### src/rtl/logistic_bank.sv
// Bank of CH fixed-point logistic-map trajectories, x' = mu*x*(1-x), advanced
// in sweeps through one shared two-stage multiplier pipeline with a start/busy/done handshake.
module logistic_bank #(
  parameter  int CH     = 4,
  parameter  int FRAC   = 16,
  parameter  int ITER_W = 9,
  localparam int CHW    = (CH > 1) ? $clog2(CH) : 1
) (
  input  logic              CLK,
  input  logic              RST,
  input  logic              start,
  input  logic [FRAC+1:0]   mu,
  input  logic [FRAC:0]     seed,
  input  logic [ITER_W-1:0] times,
  output logic              busy,
  output logic              done,
  input  logic [CHW-1:0]    rd_ch,
  output logic [FRAC:0]     rd_data
);

  localparam int            SW  = $clog2(CH + 2);
  localparam logic [FRAC:0] ONE = {1'b1, {FRAC{1'b0}}};

  typedef enum logic [1:0] {S_IDLE, S_LOAD, S_RUN, S_DONE} state_t;

  state_t            r_fsm;
  logic [FRAC+1:0]   r_mu;
  logic [FRAC:0]     r_seed;
  logic [ITER_W-1:0] r_times;
  logic [ITER_W-1:0] r_sweep;
  logic [SW-1:0]     r_slot;
  logic              r_busy;
  logic              r_done;
  logic [FRAC:0]     r_x [CH];

  logic              r_v1, r_v2;
  logic [CHW-1:0]    r_ch1, r_ch2;
  logic [FRAC:0]     r_p1, r_y2;

  logic                w_issue;
  logic                w_last_slot;
  logic [ITER_W-1:0]   w_sweep_nxt;
  logic [FRAC:0]       w_x;
  logic [FRAC:0]       w_om;
  logic [2*FRAC+1:0]   w_prod1;
  logic [FRAC:0]       w_p;
  logic [2*FRAC+2:0]   w_prod2;
  logic [FRAC:0]       w_y;

  assign w_issue     = (r_fsm == S_RUN) && (r_slot < SW'(CH));
  assign w_last_slot = (r_slot == SW'(CH + 1));
  assign w_sweep_nxt = r_sweep + 1'b1;

  // NOTE: every always_comb output gets a default first so no latch is inferred.
  always_comb begin
    w_x = '0;
    for (int i = 0; i < CH; i++)
      if (r_slot == SW'(i)) w_x = r_x[i];
  end

  assign w_om    = ONE - w_x;
  assign w_prod1 = {{(FRAC+1){1'b0}}, w_x} * {{(FRAC+1){1'b0}}, w_om};
  assign w_p     = (FRAC+1)'(w_prod1 >> FRAC);
  assign w_prod2 = {{(FRAC+1){1'b0}}, r_mu} * {{(FRAC+2){1'b0}}, r_p1};
  assign w_y     = (FRAC+1)'(w_prod2 >> FRAC);

  // NOTE: sequential state always uses non-blocking assignments.
  always_ff @(posedge CLK or posedge RST) begin
    if (RST) begin
      r_fsm   <= S_IDLE;
      r_mu    <= '0;
      r_seed  <= '0;
      r_times <= '0;
      r_sweep <= '0;
      r_slot  <= '0;
      r_busy  <= 1'b0;
      r_done  <= 1'b0;
    end else begin
      case (r_fsm)
        S_IDLE: begin
          r_done <= 1'b0;
          if (start) begin
            r_mu    <= mu;
            r_seed  <= seed;
            r_times <= times;
            r_busy  <= 1'b1;
            r_fsm   <= S_LOAD;
          end
        end
        S_LOAD: begin
          r_sweep <= '0;
          r_slot  <= '0;
          if (r_times == '0) begin
            r_busy <= 1'b0;
            r_done <= 1'b1;
            r_fsm  <= S_DONE;
          end else begin
            r_fsm  <= S_RUN;
          end
        end
        S_RUN: begin
          // A sweep is CH issue slots plus two drain slots, so writes land before re-reads.
          if (w_last_slot) begin
            r_slot  <= '0;
            r_sweep <= w_sweep_nxt;
            if (w_sweep_nxt == r_times) begin
              r_busy <= 1'b0;
              r_done <= 1'b1;
              r_fsm  <= S_DONE;
            end
          end else begin
            r_slot <= r_slot + 1'b1;
          end
        end
        S_DONE: begin
          r_done <= 1'b0;
          r_fsm  <= S_IDLE;
        end
        default: r_fsm <= S_IDLE;
      endcase
    end
  end

  always_ff @(posedge CLK or posedge RST) begin
    if (RST) begin
      r_v1  <= 1'b0;
      r_v2  <= 1'b0;
      r_ch1 <= '0;
      r_ch2 <= '0;
      r_p1  <= '0;
      r_y2  <= '0;
    end else begin
      r_v1  <= w_issue;
      r_ch1 <= CHW'(r_slot);
      r_p1  <= w_p;
      r_v2  <= r_v1;
      r_ch2 <= r_ch1;
      r_y2  <= w_y;
    end
  end

  // NOTE: the trajectory store is a flop array, reset so rd_data reads 0 before the first run.
  always_ff @(posedge CLK or posedge RST) begin
    if (RST) begin
      for (int i = 0; i < CH; i++) r_x[i] <= '0;
    end else begin
      for (int i = 0; i < CH; i++) begin
        if (r_fsm == S_LOAD)
          r_x[i] <= r_seed + (FRAC+1)'(i);
        else if (r_v2 && (r_ch2 == CHW'(i)))
          r_x[i] <= r_y2;
      end
    end
  end

  always_comb begin
    rd_data = '0;
    for (int i = 0; i < CH; i++)
      if (rd_ch == CHW'(i)) rd_data = r_x[i];
  end

  assign busy = r_busy;
  assign done = r_done;

endmodule

### config.mk
export PLATFORM = sky130hd
export DESIGN_NAME = logistic_bank
export DESIGN_NICKNAME = d
export VERILOG_FILES = /design/src/rtl/logistic_bank.sv
export SDC_FILE = /design/constraint.sdc
export NUM_CORES = 2
export LEC_CHECK = 0
export CORE_MARGIN = 2
export CORE_UTILIZATION = 50
export DETAILED_ROUTE_END_ITERATION = 8
export HOLD_SLACK_MARGIN = 0.12
export PLACE_DENSITY = 0.67
export SLEW_MARGIN = 10
export SYNTH_ARGS = -nofsm -noshare
export SYNTH_HDL_FRONTEND = slang
export SYNTH_SLANG_ARGS = --single-unit
### constraint.sdc
create_clock -name CLK -period 24.6 [get_ports CLK]
set_input_delay 4.92 -clock CLK [delete_from_list [all_inputs] [get_ports CLK]]
set_output_delay 4.92 -clock CLK [all_outputs]
set_load 0.01 [all_outputs]
==> metrics.yaml <==
outcome:
  outcome: "completed"
synthesis:
  yosysTopAreaCell: "fa_1"
  synth_nets: 3657
  synth_area_mm2: 0.0270
  synth_cells: 2926
  yosys.area.top_type_share_pct: 33.8
  synthArstFlopShare_pct: 100
  syn_area_per_cell_um2: 9.24
  ys_top_cells_by_area: "fa_1 (34%), dfrtp_1 (16%), ha_1 (10%)"
  synth_warnings: 0
  synth_edf_count: 0
  synth_seq_cells: 168
  yosysSeqAreaShare_pct: 15.5
  ys_types: 63
  ys.flop_type: "dfrtp_1"
sta:
  slew_headroom_pct: 23.3
  clock.fmax_mhz: 82.6
  post-route-period-util_pct: 49.2
  hold_viol: 0
  tns_ps: 0
  finalSetupViolations: 0
  tightestPinTransition_ps: 1140
  rsz0062_at_grt: "no"
  drv_slew: 0
  fin_crit_ps: 12110
  skew_ps: 17.9
worst_setup_path:
  arrival_ps: 7190
  worstReg2RegStart: "r_slot[0]$_DFFE_PP0N_"
  worst_setup_path_end_kind: "primary output"
  worst_setup_path_start_kind: "input pin"
  r2r_slack_ps: 14180
  required_ps: 19680
  path_class: "input pin to primary output"
  critPathMaxFanout: 17
  rr_worst_depth: 30
  reg2reg_to: "r_p1[16]$_DFF_PP0_"
clock_tree:
  insertion_delay_ps: 500
  clockBufferDepth: 2
  cts_tree: "done"
  htreeDepth: 4
  post_cts_buffers: 0
  root_buffer: "clkbuf_16"
  ctsHoldBuffers: 0
  clkTransAtPathRegs_ps: 70
  clock_sinks: 168
  cts_buffers: 17
  cts-resized-gates: 0
grt:
  antenna_found_initial: 1
  track_usage_pct: 26.3
  grt_pass1_wl_mm: 115
  grt_max_degree: 114
  grt_pass1_vias: 21517
  grt_overflow: 0
detailed_routing:
  remaining_drc_errors: 0
  drt_iter0_drc: 1408
  wl_per_cell_um: 19.4
  finalWirelength_mm: 69.7
  drtPass1Iterations: 5
  vias: 19873
  ant_nets: 0
  vias_per_cell: 5.53
die:
  start_util_pct: 50.5
  core_area_mm2: 0.0536
  num_rows: 85
  ios: 68
  die_y_um: 237
  die_x_um: 237
  dieArea_mm2: 0.0560
finish:
  antenna_cells: 0
  layout_common_cells: "inv_1 (556), fa_1 (457), nand2_1 (372)"
  final_common_cell: "inv_1"
  drive_above_1_share_pct: 5.21
  syn_to_final_growth_pct: 6.76
  final_nets: 3615
min_path:
  hp-class: "flop to flop"
  min_to: "r_ch2[1]$_DFF_PP0_"
  min-delay-start: "r_ch1[1]$_DFF_PP0_"
  min_path_cells: 0
flow_run:
  cap_violations: 0
placement:
  dp_hpwl_mm: 52.8
  numPortBuffers: 67
  gp_congestion: 0.997
[sequential cells by signal, indices dropped and copies added (netlist names), 2 cells and up]
name,count
r_ch2,2
r_ch1,2
r_seed,17
r_x,68
r_y2,17
r_p1,17
r_times,9
r_fsm,2
r_sweep,9
r_slot,3
r_mu,18
[how the worst max path moves through the flow]
stage / startpoint / endpoint / cells past startpoint
finish: rd_ch[0] / rd_data[10] / 3
floorplan: rd_ch[0] / rd_data[10] / 3
detailed placement: rd_ch[0] / rd_data[10] / 3
global placement: rd_ch[0] / rd_data[9] / 3
CTS: rd_ch[0] / rd_data[10] / 3
global route: rd_ch[0] / rd_data[10] / 3
[cells by family after synthesis]
kind of cell / after synthesis / share of synthesized area, %
DFF: 168 / 15.5
xor gates and xnor gates: 95 / 3.08
adders and majority gates: 682 / 44.2
AOI/OAI and AO/OA: 251 / 5.52
buffers and inverters: 714 / 9.95
and+or+nand+nor: 883 / 15.7
muxes: 133 / 5.93
[per-layer routing]
layer | GRT usage (%) | vias up | wire length (um)
li1 | - | 8866 | -
met1 | 34.7 | 10163 | 28700
met2 | 43.8 | 688 | 33900
met3 | 4.31 | 156 | 4520
met4 | 9.93 | 0 | 2620
met5 | 0 | - | 0
[critical path: stages]
cell and delay, ps:
clkdlybuf4s50_1 1150, mux4_2 620, clkdlybuf4s50_1 500
[cell type report]
type,count,area [um2]
Clock inverter,15,220
Clock buffer,17,425
Tap cell,696,871
Timing Repair Buffer,94,873
Sequential cell,168,4200
Fill cell,4905,24700
Multi-Input combinational cell,2044,20200
Inverter,559,2100
[Yosys cell counts, drive strengths merged, types with 17 or more instances]
cell type and count:
clkbuf 131, nand2 373, xor2 39, nor2b 29, nand3 28, fa 457, buf 24, and2 114
inv 557, dfrtp 168, o21ai 126, mux2i 68, ha 225, a21oi 48, nor2 123, xnor2 56
nor3 17, mux2 48, mux4 17, nand2b 132
[through the flow]
stage,std cells,area (um2),util (%),setup slack [ps],hold WS (ps)
final,3593,28900,53.9,12490,355
after global routing,3593,28900,53.9,12320,356
after CTS,3593,28900,53.9,12420,357
after detailed placement,3561,28200,52.7,12420,336
after global placement,3561,28200,52.7,12520,332
after floorplan,2926,27000,-,13210,331
Power is left out: the tool's default activity adds up to more than one toggle a clock period on the data nets, which glitch-free logic cannot reach.
